### config.mk
export PLATFORM = sky130hd
export DESIGN_NAME = dmem_arbiter
export DESIGN_NICKNAME = d
export VERILOG_FILES = /design/src/rtl/dmem_arbiter.sv
export SDC_FILE = /design/constraint.sdc
export NUM_CORES = 1
export LEC_CHECK = 0
export ABC_AREA = 1
export CAP_MARGIN = 20
export CORE_ASPECT_RATIO = 1.75
export CORE_MARGIN = 2
export CORE_UTILIZATION = 37
export CTS_CLUSTER_DIAMETER = 30
export DETAILED_ROUTE_END_ITERATION = 10
export PLACE_DENSITY = 0.8
export SYNTH_ARGS = -nofsm -noshare
export SYNTH_HDL_FRONTEND = slang
export SYNTH_SLANG_ARGS = --single-unit
### constraint.sdc
create_clock -name clk -period 2.2 [get_ports clk]
set_input_delay 0.44 -clock clk [delete_from_list [all_inputs] [get_ports clk]]
set_output_delay 0.44 -clock clk [all_outputs]
set_load 0.05 [all_outputs]
### src/rtl/dmem_arbiter.sv
// Two-master (CPU, loader) arbiter for a simple dual-port data RAM, with per-port anti-starvation.
// Latency: grants are combinational; read data returns exactly one cycle after the read grant.
// Backpressure: a denied request is held by its master (cpu_stall high, or ld_ready low).
module dmem_arbiter #(
    parameter int AW         = 8,
    parameter int DW         = 8,
    parameter int STARVE_MAX = 4
) (
    input  logic          clk,
    input  logic          rst,
    input  logic [AW-1:0] cpu_addr,
    input  logic [DW-1:0] cpu_wdata,
    input  logic          cpu_we,
    input  logic          cpu_re,
    output logic          cpu_stall,
    output logic [DW-1:0] cpu_rdata,
    output logic          cpu_rvalid,
    input  logic [AW-1:0] ld_addr,
    input  logic [DW-1:0] ld_wdata,
    input  logic          ld_we,
    input  logic          ld_re,
    output logic          ld_ready,
    output logic [DW-1:0] ld_rdata,
    output logic          ld_rvalid,
    output logic [AW-1:0] ram_ada,
    output logic [DW-1:0] ram_din,
    output logic          ram_cea,
    output logic [AW-1:0] ram_adb,
    output logic          ram_ceb,
    output logic          ram_oce,
    output logic          ram_rst,
    input  logic [DW-1:0] ram_dout
);

    localparam logic [1:0] OWN_NONE = 2'd0;
    localparam logic [1:0] OWN_CPU  = 2'd1;
    localparam logic [1:0] OWN_LD   = 2'd2;
    localparam logic [3:0] SMAX     = 4'(STARVE_MAX);

    logic [3:0]    wstarve, rstarve;
    logic [1:0]    rd_own;
    logic          fwd_hit;
    logic [DW-1:0] fwd_data;
    logic [DW-1:0] ret_data;

    logic cpu_wreq, ld_wreq, cpu_rreq, ld_rreq;
    logic cpu_wg, ld_wg, cpu_rg, ld_rg;

    // A master asserting both we and re is treated as a write; its read is dropped.
    assign cpu_wreq = cpu_we & ~rst;
    assign ld_wreq  = ld_we & ~rst;
    assign cpu_rreq = cpu_re & ~cpu_we & ~rst;
    assign ld_rreq  = ld_re & ~ld_we & ~rst;

    assign ld_wg  = ld_wreq & (~cpu_wreq | (wstarve == SMAX));
    assign cpu_wg = cpu_wreq & ~ld_wg;
    assign ld_rg  = ld_rreq & (~cpu_rreq | (rstarve == SMAX));
    assign cpu_rg = cpu_rreq & ~ld_rg;

    assign cpu_stall = cpu_we ? (cpu_wreq & ~cpu_wg) : (cpu_rreq & ~cpu_rg);
    assign ld_ready  = ld_wg | ld_rg;

    assign ram_cea = cpu_wg | ld_wg;
    assign ram_ada = ld_wg ? ld_addr  : (cpu_wg ? cpu_addr  : '0);
    assign ram_din = ld_wg ? ld_wdata : (cpu_wg ? cpu_wdata : '0);
    assign ram_ceb = cpu_rg | ld_rg;
    assign ram_adb = ld_rg ? ld_addr  : (cpu_rg ? cpu_addr  : '0);
    assign ram_oce = 1'b1;
    assign ram_rst = rst;

    always_ff @(posedge clk) begin
        if (rst) begin
            wstarve  <= '0;
            rstarve  <= '0;
            rd_own   <= OWN_NONE;
            fwd_hit  <= 1'b0;
            fwd_data <= '0;
        end else begin
            if (!ld_wreq || ld_wg)
                wstarve <= '0;
            else if (wstarve != SMAX)
                wstarve <= wstarve + 4'd1;

            if (!ld_rreq || ld_rg)
                rstarve <= '0;
            else if (rstarve != SMAX)
                rstarve <= rstarve + 4'd1;

            rd_own   <= ld_rg ? OWN_LD : (cpu_rg ? OWN_CPU : OWN_NONE);
            // The RAM read port returns pre-write data on a same-address collision.
            fwd_hit  <= ram_cea & ram_ceb & (ram_ada == ram_adb);
            fwd_data <= ram_din;
        end
    end

    assign ret_data   = fwd_hit ? fwd_data : ram_dout;
    assign cpu_rvalid = (rd_own == OWN_CPU);
    assign ld_rvalid  = (rd_own == OWN_LD);
    assign cpu_rdata  = cpu_rvalid ? ret_data : '0;
    assign ld_rdata   = ld_rvalid  ? ret_data : '0;

endmodule
==> qor.csv, run 1 <==
stage,metric,value,unit
layout,layout cells sized above 1,40.9,%
timing,clock skew,0.00237,ns
synth,Post-Synth XOR/XNOR Area,4.00,%
timing,Final Cycle Share,101,%
cts,"Clk Latency, worst-skew pair",0.25,ns
setup_path,Crit. End Element,output port,
setup_path,"Req. time, crit path",1.76,ns
status,outcome,"complete, but fails checks",
setup_path,reg2reg setup slack,0.21,ns
synth,Post-synth ARST share,0,%
cts,Worst-path clk slew,0.07,ns
setup_path,arrival time worst endpoint,1.78,ns
power,Pwr Density,366,nW/µm²
routing,Antenna Nets Post-Route,0,
synth,post-synthesis mux area share,5.22,%
cts,H-tree depth,1,
setup_path,"slowest stage cell, crit path",dfxtp_2,
setup_path,critical path class,register to output port,
synth,synthesized cell area,1530,µm²
layout,final core occ,87.5,%
synth,syn_nets,287,
routing,DR vias,2290,
timing,minimum clock period,2.22,ns
cts,TritonCTS buffer count,3,
setup_path,startpoint types,register,
power,VDD IR max,0.381,mV
timing,setup ws final,-0.0202,ns
synth,Syn Inst Count,237,
layout,Inserted Diodes,0,
floorplanning,total die area,4700,µm²
synth,Yosys cell types,29,
synth,synth warn,0,
job,max_cap viols,0,
layout,Fill cells,178,
routing,Post-Route WL,7620,µm
layout,register area,385,µm²
layout,Area Overhead vs Synth,132,%
routing,routed length per placed instance,18.0,µm
cts,Clk Tree Root Cell,clkbuf_8,
cts,CTS Sinks,19,
status,failing checks,negative setup slack,
cts,cts-stage hold buffer count,0,
synth,Adder-Cell Fraction of Synth Area,3.26,%
floorplanning,core area,4070,µm²
routing,DR iter-0 viols,73,
floorplanning,# IOs,94,
setup_path,critical path cell sequence,inv_2 -> ha_4 -> nand3_1 -> nand2_1 -> nand2_2 -> buf_4 -> o21ai_2 -> buf_12,
grt,grt total ovfl,0,
layout,Post-layout nets,425,
timing,final setup fails,6,
synth,largest family of logic cells by synthesized area,simple AND/OR/NAND/NOR gates,
synth,#FFs+latches synth,19,
synth,Synth Area in Simple Gates,35.2,%
grt,first-pass GRT wire length,10100,µm
synth,"EDFF count, synth",0,
synth,"Top FF cell, synth",dfxtp_1,
grt,gr usage total,28.3,%
timing,final number of hold-violating endpoints,0,
floorplanning,Die Y,89.2,µm
routing,drt via density,5.41,
setup_path,Crit Path Max Fanout,10,
routing,Residual DRC,0,
grt,vias in the first global route,2254,
floorplanning,FP Rows,31,
power,Leakage,1.58,nW
grt,initial antenna violation count,0,
cts,CTS tree,built,
timing,Max Clk Rate,450,MHz
routing,DRT Pass-1 Iters,4,
timing,final hold slack,0.532,ns
timing,RSZ-0062 raised after global routing,yes,
placed_design,Post-DP HPWL,4540,µm
grt,largest net degree at the start of global routing,19,
floorplanning,Starting Density,37.7,%
placed_design,Buffers on Ports,92,
synth,Synth Area in Compound Gates,17.1,%
synth,Mapped Avg Cell Area,6.47,µm²
layout,area of the multi-input gates,1180,µm²
cts,CTS max path bufs,2,
placed_design,Placer Congestion,0.885,
synth,sequential share of the synthesized area,24.8,%
hold_path,Hold Path Class,register to register,
floorplanning,die width,52.7,µm
setup_path,crit-path max cell delay,0.33,ns
timing,"Slew Viols, Final",0,
[cell usage after synthesis, types with 2 or more instances]
cell | number | area, µm²
nand2_1 | 81 | 304
buf_4 | 2 | 15.0
xor2_1 | 2 | 17.5
nor2_2 | 3 | 18.8
nor2_4 | 3 | 33.8
inv_1 | 20 | 75.1
nand2_2 | 2 | 12.5
nor2_1 | 31 | 116
mux2i_1 | 8 | 80.1
xnor2_1 | 5 | 43.8
buf_2 | 4 | 20.0
a21oi_1 | 4 | 20.0
nand3_1 | 6 | 30.0
buf_6 | 2 | 22.5
o21ai_0 | 8 | 40.0
o21ai_1 | 3 | 15.0
inv_2 | 5 | 18.8
ha_1 | 4 | 50.1
dfxtp_1 | 19 | 380
a22o_1 | 16 | 140
[logic make-up after synthesis]
| kind of cell | after synthesis |
|---|---|
| simple gates | 128 |
| buf+inv | 34 |
| xor+xnor | 7 |
| mux | 8 |
| other cells | 1 |
| fa+ha+maj | 4 |
| flops | 19 |
| compound gates | 36 |
[path summary, 6_finish.rpt]
check                           depth (start not counted)    endpoint        from
worst max register to register                         17     fwd_hit  rstarve[1]
worst min register to register                          2  wstarve[0]  wstarve[0]
worst max-delay path                                    8  ram_ada[5]  wstarve[1]
worst min-delay path                                    2  wstarve[0]  wstarve[0]
[where the power goes]
part	total, W	switching, W	internal (W)
logic	0.000699	0.000362	0.000337
registers	0.000362	0.00000562	0.000357
clock network	0.000244	0.000119	0.000126
[metrics by stage]
step | std cells | TNS, ns | total power [W] | setup WS (ns) | cell area, µm²
final | 423 | -0.0543 | 0.00131 | -0.0202 | 3560
after detailed placement | 399 | -5.77 | 0.000996 | -0.271 | 3150
after global placement | 399 | -4.96 | 0.000987 | -0.239 | 3150
after global routing | 423 | -0.817 | 0.00135 | -0.0673 | 3560
after floorplan | 237 | 0 | 0.000653 | 0.0390 | 1540
after CTS | 419 | 0 | 0.00127 | 0.00816 | 3440
[registers in the layout (all words and copies together), names as in the netlist]
| name | count |
|---|---|
| fwd_hit | 1 |
| wstarve | 4 |
| fwd_data | 8 |
| rd_own | 2 |
| rstarve | 4 |
[placed cells by master (no fill, tap or decap), drive strengths merged]
| cell | n |
|---|---|
| dlygate4sd2 | 3 |
| nand2 | 83 |
| nand3b | 1 |
| ha | 4 |
| nand3 | 7 |
| clkdlybuf4s50 | 41 |
| a22o | 16 |
| xnor2 | 5 |
| o22ai | 1 |
| o21ai | 12 |
| buf | 96 |
| mux2i | 8 |
| a21boi | 1 |
| inv | 24 |
| nor2 | 37 |
| xor2 | 2 |
| dfxtp | 19 |
| conb | 1 |
| clkbuf | 3 |
| clkdlybuf4s15 | 2 |
| clkinv | 2 |
| a21oi | 6 |
[worst max-delay path, delay by kind of cell, from the launching register on]
family,cells,cell delay [ns]
adders and majority gates,1,0.15
and+or+nand+nor,3,0.39
DFF,1,0.33
AOI/OAI and AO/OA,1,0.21
buffers and inverters,3,0.44
[area by class of cell]
| class | instances | area share [%] |
|---|---|---|
| clock buffer | 3 | 1.16 |
| clock inverter | 1 | 0.140 |
| inverter | 25 | 2.77 |
| multi-input combinational | 184 | 33.1 |
| sequential | 19 | 10.8 |
| tap | 49 | 1.72 |
| timing repair buffer | 142 | 50.3 |
[what timing repair did]
action,CTS,global route
pin swaps,9,11
resized for setup,40,27
setup endpoints to repair,26,24
hold endpoints to repair,0,0
setup buffers,15,5
cloned,1,0
[metal layers]
metal  share of wire [%]  up-vias  global-route usage [%]
li1                    -     1035                       -
met1                  33     1094                    28.1
met2                  58      120                    56.7
met3                 4.1       41                    1.17
met4                 5.1        0                    14.2
met5                   0        -                       0
Note: power is estimated with default switching activity, not from simulation.
==> run 2: changes to the inputs <==
REMOVE_ABC_BUFFERS = 1   (was default)
SKIP_LAST_GASP = 1   (was default)
==> run 2 against run 1 <==
Net effect:
- the flow still finishes with violations (negative setup slack)
- clock skew is 0.0055 ns higher
- non-clock buffer count down 2
- design area grew 0.70%
- die area stayed put
- clock power grew 4%
- total power rose by 2.7%
- via count grew 2.8%
- first-iteration DRC count grew 58%
- setup slack lost 0.035 ns
- sequential power about the same
- register-to-register slack got worse by 0.04 ns
- sequential cell count stayed put
- critical path type unchanged
- largest cell class unchanged
==> qor.csv, run 2 (synthesis results as in run 1) <==
stage,metric,value,unit,change
status,outcome,"complete, but fails checks",,
status,failing checks,negative setup slack,,
routing,DRT Pass-1 Iters,4,,unchanged
setup_path,reg2reg setup slack,0.17,ns,-0.04 ns
setup_path,Crit. End Element,output port,,
power,Pwr Density,374,nW/µm²,+2.0%
layout,Post-layout nets,424,,-0.24%
layout,Area Overhead vs Synth,134,%,
cts,"Clk Latency, worst-skew pair",0.26,ns,about the same
timing,clock skew,0.00784,ns,+0.00548 ns
layout,layout cells sized above 1,41.6,%,+0.65 points
timing,RSZ-0062 raised after global routing,yes,,
placed_design,Buffers on Ports,92,,unchanged
grt,largest net degree at the start of global routing,23,,+4
floorplanning,# IOs,94,,unchanged
layout,"commonest non-fill, non-tap cell in the layout",nand2_1,,
grt,met2 Use GR,54.7,%,-2.0 points
placed_design,Placer Congestion,0.863,,-2.5%
layout,Top reg by flops,fwd_data,,
power,Leakage,1.60,nW,+1.3%
floorplanning,Starting Density,37.7,%,unchanged
placed_design,Post-Place Worst Slack,-0.313,ns,-0.0424 ns
setup_path,Crit Path Max Fanout,5,,-5
setup_path,reg2reg start,rstarve[0],,
floorplanning,die width,52.7,µm,unchanged
timing,final setup fails,2,,-4
cts,cts-stage hold buffer count,0,,unchanged
timing,slew margin rel.,62.8,%,
floorplanning,Die Y,89.2,µm,unchanged
power,VDD IR max,0.336,mV,-12%
layout,most frequent cells in the layout,"nand2_1 (67), buf_12 (47), clkdlybuf4s50_1 (42), buf_4 (40), nor2_1 (30)",,
layout,Largest regs,"fwd_data: 8 flops, rstarve: 4 flops, wstarve: 4 flops",,
routing,Post-Route WL,8690,µm,+14%
routing,Antenna Nets Post-Route,0,,unchanged
layout,final core occ,88.1,%,+0.61 points
floorplanning,total die area,4700,µm²,unchanged
placed_design,Post-DP HPWL,4580,µm,+0.88%
timing,"Slew Viols, Final",0,,unchanged
floorplanning,FP Rows,31,,unchanged
hold_path,Hold Path Class,register to register,,
layout,Fill cells,164,,-7.9%
timing,final hold slack,0.467,ns,-0.0650 ns
layout,Final Non-Filler Cells,422,,-0.24%
setup_path,critical path class,register to output port,,
routing,Residual DRC,0,,unchanged
routing,drt via density,5.58,,+3.1%
floorplanning,core area,4070,µm²,unchanged
hold_path,Worst Hold Endpoint,wstarve[0],,
timing,worst-margin pin slew,0.556,ns,
power,Pwr Total,0.00134,W,+2.7%
timing,setup ws final,-0.0557,ns,-0.0355 ns
cts,CTS max path bufs,2,,unchanged
routing,routed length per placed instance,20.6,µm,+14%
grt,M1 GR Usage,30.2,%,+2.1 points
timing,Max Clk Rate,443,MHz,-1.6%
job,max_cap viols,0,,unchanged
cts,TritonCTS buffer count,3,,unchanged
grt,grt total ovfl,0,,unchanged
cts,CTS tree,built,,
cts,Clk Tree Root Cell,clkbuf_8,,
grt,vias in the first global route,2152,,-4.5%
setup_path,arrival time worst endpoint,1.82,ns,+0.04 ns
layout,Largest register FFs,8,,unchanged
timing,minimum clock period,2.26,ns,+0.0355 ns
placed_design,total placed cells including tap cells,401,,+0.50%
setup_path,startpoint types,register,,
grt,gr usage total,29.0,%,+0.63 points
grt,met3 GRT Util,2.84,%,+1.7 points
setup_path,reg2reg path depth,16,,-1
setup_path,"Req. time, crit path",1.76,ns,about the same
setup_path,RR Endpoint,fwd_hit,,
timing,final number of hold-violating endpoints,0,,unchanged
grt,initial antenna violation count,0,,unchanged
grt,first-pass GRT wire length,10100,µm,+0.28%
hold_path,Hold Crit Start,wstarve[0],,
layout,Inserted Diodes,0,,unchanged
grt,GR peak layer,met2,,
cts,H-tree depth,1,,unchanged
routing,DR vias,2355,,+2.8%
hold_path,WHS Path Cells,1,,-1
routing,DR iter-0 viols,115,,+58%
timing,Final Cycle Share,103,%,+1.6 points
cts,Worst-path clk slew,0.07,ns,about the same
cts,CTS Sinks,19,,unchanged
[run 2: layout make-up]
cell class / instances / area (µm²) / share of cell area [%]
well taps: 49 / 61.3 / 1.71
repair buffers: 140 / 1800 / 50.1
inverters: 25 / 101 / 2.82
clock inverters: 1 / 5.00 / 0.139
repair inverters: 1 / 6.26 / 0.174
clock buffers: 3 / 41.3 / 1.15
multi-input cells: 184 / 1190 / 33.1
flip-flops and latches: 19 / 385 / 10.7
[run 2: worst max path at each step]
| stage | endpoint | depth (start not counted) | start |
|---|---|---|---|
| detailed placement | ram_din[7] | 6 | rst |
| global placement | ram_din[7] | 6 | rst |
| CTS | ram_adb[3] | 11 | rstarve[1] |
| floorplan | fwd_hit | 11 | wstarve[0] |
| global route | ram_adb[5] | 10 | rstarve[0] |
| finish | ram_ada[2] | 9 | wstarve[1] |
[run 2: what timing repair did]
action / CTS / global route
endpoints found under the hold margin: 0 / 0
setup endpoints to repair: 26 / 26
setup buffers: 9 / 5
pin swaps: 6 / 14
cloned: 1 / 2
resized for setup: 37 / 37
[run 2: routing by layer]
layer / share of wire (%) / vias to the layer above
met1: 31 / 1106
met5: 0 / -
li1: - / 1035
met4: 7.3 / 0
met3: 5.2 / 61
met2: 56 / 153
[run 2: where the power goes]
part / total, W / switching (W) / internal, W
clock: 0.000253 / 0.000127 / 0.000126
combinational: 0.000724 / 0.000377 / 0.000347
sequential: 0.000365 / 0.00000788 / 0.000357
total: 0.00134 / 0.000512 / 0.000830
[run 2: stage by stage]
step | cell area, µm² | TNS [ns]
2_1_floorplan | 1470 | -2.59
3_3_place_gp | 3160 | -5.24
3_5_place_dp | 3160 | -6.41
4_1_cts | 3380 | 0
5_1_grt | 3590 | -0.613
6_report | 3590 | -0.0852
[run 2: worst max-delay path, cell delays in order (launching register included)]
cell and delay (ns):
dfxtp_2 0.34, inv_1 0.10, ha_4 0.16, nand3_2 0.10, nand2_2 0.13, nand2_4 0.12, buf_8 0.18, o21ai_2 0.15
buf_4 0.15, buf_12 0.13
==> run 3: changes to the inputs <==
CORE_ASPECT_RATIO = 1.2   (was 1.75)
REMOVE_ABC_BUFFERS = default   (was 1)
==> run 3 against run 2 <==
Net effect:
- largest power group unchanged
- maximum frequency grew 4.9%
- largest cell class unchanged
- global-route usage shrank 1.9 points
- clock power is 2% lower
- count of clock-buffer cells in the layout grew 1
- the flow now finishes without violations
- clock skew shrank 0.0063 ns
- non-clock buffer count down 10
- via count fell by 11%
- utilization decreased by 2.9 points
- first-iteration DRC count down 38%
- sequential share of layout area increased by 0.65 points
==> qor.csv, run 3 (synthesis results as in run 1) <==
stage,metric,value,unit,change
status,outcome,"complete, no violations",,
grt,largest net degree at the start of global routing,18,,-22%
layout,Top reg by flops,fwd_data,,
setup_path,CP startpoint,wstarve[1],,
timing,final hold slack,0.454,ns,-0.0128 ns
power,Pwr Total,0.00128,W,-4.9%
floorplanning,die width,62.8,µm,+19%
routing,DRT Pass-1 Iters,5,,+1
layout,Inserted Diodes,0,,unchanged
routing,Antenna Nets Post-Route,0,,unchanged
cts,Worst-path clk slew,0.07,ns,about the same
cts,"Clk Latency, worst-skew pair",0.26,ns,about the same
timing,Max Clk Rate,465,MHz,+4.9%
layout,Largest regs,"fwd_data: 8 flops, rstarve: 4 flops, wstarve: 4 flops",,
routing,Residual DRC,0,,unchanged
layout,layout cells sized above 1,37.8,%,-3.7 points
job,max_cap viols,0,,unchanged
floorplanning,total die area,4680,µm²,-0.39%
grt,gr usage total,27.1,%,-1.9 points
layout,Largest register FFs,8,,unchanged
layout,Post-layout nets,413,,-2.6%
cts,TritonCTS buffer count,3,,unchanged
timing,Final Cycle Share,97.8,%,-4.8 points
setup_path,arrival time worst endpoint,1.71,ns,-0.11 ns
hold_path,Hold Crit Start,rstarve[0],,
floorplanning,FP Rows,25,,-19%
setup_path,startpoint types,register,,
timing,clock skew,0.00150,ns,-0.00634 ns
cts,CTS Sinks,19,,unchanged
setup_path,"Req. time, crit path",1.76,ns,about the same
grt,vias in the first global route,2227,,+3.5%
layout,most frequent cells in the layout,"nand2_1 (68), buf_12 (45), clkdlybuf4s50_1 (41), buf_4 (34), nor2_1 (28)",,
cts,CTS max path bufs,2,,unchanged
routing,DR vias,2097,,-11%
routing,Post-Route WL,6580,µm,-24%
placed_design,Placer Congestion,0.843,,-2.4%
cts,Clk Tree Root Cell,clkbuf_8,,
grt,first-pass GRT wire length,10000,µm,-0.75%
hold_path,Worst Hold Endpoint,rstarve[0],,
layout,register area,385,µm²,unchanged
setup_path,reg2reg start,rstarve[0],,
grt,initial antenna violation count,0,,unchanged
layout,area of the multi-input gates,1120,µm²,-6.0%
timing,final number of hold-violating endpoints,0,,unchanged
floorplanning,Die Y,74.5,µm,-16%
setup_path,Crit. End Element,output port,,
hold_path,WHS Path Cells,1,,unchanged
timing,worst-margin pin slew,0.500,ns,-0.0556 ns
placed_design,Post-DP HPWL,4910,µm,+7.2%
routing,drt via density,5.04,,-9.7%
timing,RSZ-0062 raised after global routing,yes,,
setup_path,reg2reg setup slack,0.31,ns,+0.14 ns
setup_path,reg2reg path depth,16,,unchanged
routing,routed length per placed instance,15.8,µm,-23%
floorplanning,core area,3970,µm²,-2.5%
setup_path,critical path class,register to output port,,
cts,CTS tree,built,,
timing,"Slew Viols, Final",0,,unchanged
power,Leakage,1.49,nW,-6.7%
power,VDD IR max,0.193,mV,-42%
floorplanning,# IOs,94,,unchanged
placed_design,Buffers on Ports,92,,unchanged
floorplanning,Starting Density,38.6,%,+0.95 points
routing,DR iter-0 viols,71,,-38%
grt,grt total ovfl,0,,unchanged
layout,"commonest non-fill, non-tap cell in the layout",nand2_1,,
hold_path,Hold Path Class,register to register,,
cts,H-tree depth,1,,unchanged
setup_path,Crit Path Max Fanout,10,,+5
timing,slew margin rel.,66.5,%,+3.7 points
timing,final setup fails,0,,-2
layout,Fill cells,218,,+33%
setup_path,RR Endpoint,fwd_hit,,
power,Pwr Density,377,nW/µm²,+0.89%
timing,minimum clock period,2.15,ns,-0.105 ns
layout,Area Overhead vs Synth,121,%,
## run 3: stage by stage
stage               setup TNS, ns  setup slack [ns]  area, µm²  util, %  std cells
floorplan                       0            0.0390       1540        -        237
global placement            -4.33            -0.205       3150     79.4        406
detailed placement          -5.39            -0.268       3150     79.4        406
CTS                             0           0.00961       3320     83.5        415
global route              -0.0287           -0.0139       3380     85.2        416
finish                          0            0.0492       3380     85.2        416
## run 3: per-layer routing
layer	routed length [µm]	up-vias	track usage (%)
li1	-	1006	-
met1	2250	975	26.3
met2	3720	89	54.4
met3	340	27	5.45
met4	278	0	14.8
met5	0	-	0
## run 3: timing repair
action	4_1_cts	5_1_grt
setup buffers	4	1
pin swaps	5	11
gates resized for setup	33	22
hold buffers	0	0
cloned	1	0
hold endpoints to repair	0	0
setup endpoints to repair	26	25
## run 3: how the worst max path moves through the flow
stage / to / slack [ns] / cells after the start
floorplan: ld_rdata[1] / 0.04 / 4
global placement: ram_din[7] / -0.20 / 7
detailed placement: ram_din[6] / -0.27 / 7
CTS: ram_adb[1] / 0.01 / 9
global route: ram_din[5] / -0.01 / 8
finish: ram_ada[2] / 0.05 / 8
## run 3: layout make-up
type | instances | area share (%)
inverters | 25 | 2.85
well taps | 54 | 2.00
repair buffers | 130 | 49.4
flip-flops and latches | 19 | 11.4
multi-input cells | 184 | 33.0
clock buffers | 4 | 1.33
## run 3: critical path, stage by stage (launching register included)
cell and delay [ns]:
dfxtp_2 0.33, inv_2 0.06, ha_4 0.15, nand3_2 0.12, nand2_1 0.08, nand2_1 0.10, buf_4 0.20, o21ai_2 0.22
buf_12 0.17
## run 3: report_power, final
group	internal, W	switching, W	total [W]
Sequential	0.000357	0.00000670	0.000364
Combinational	0.000321	0.000342	0.000664
Clock	0.000129	0.000119	0.000249
Total	0.000807	0.000469	0.00128
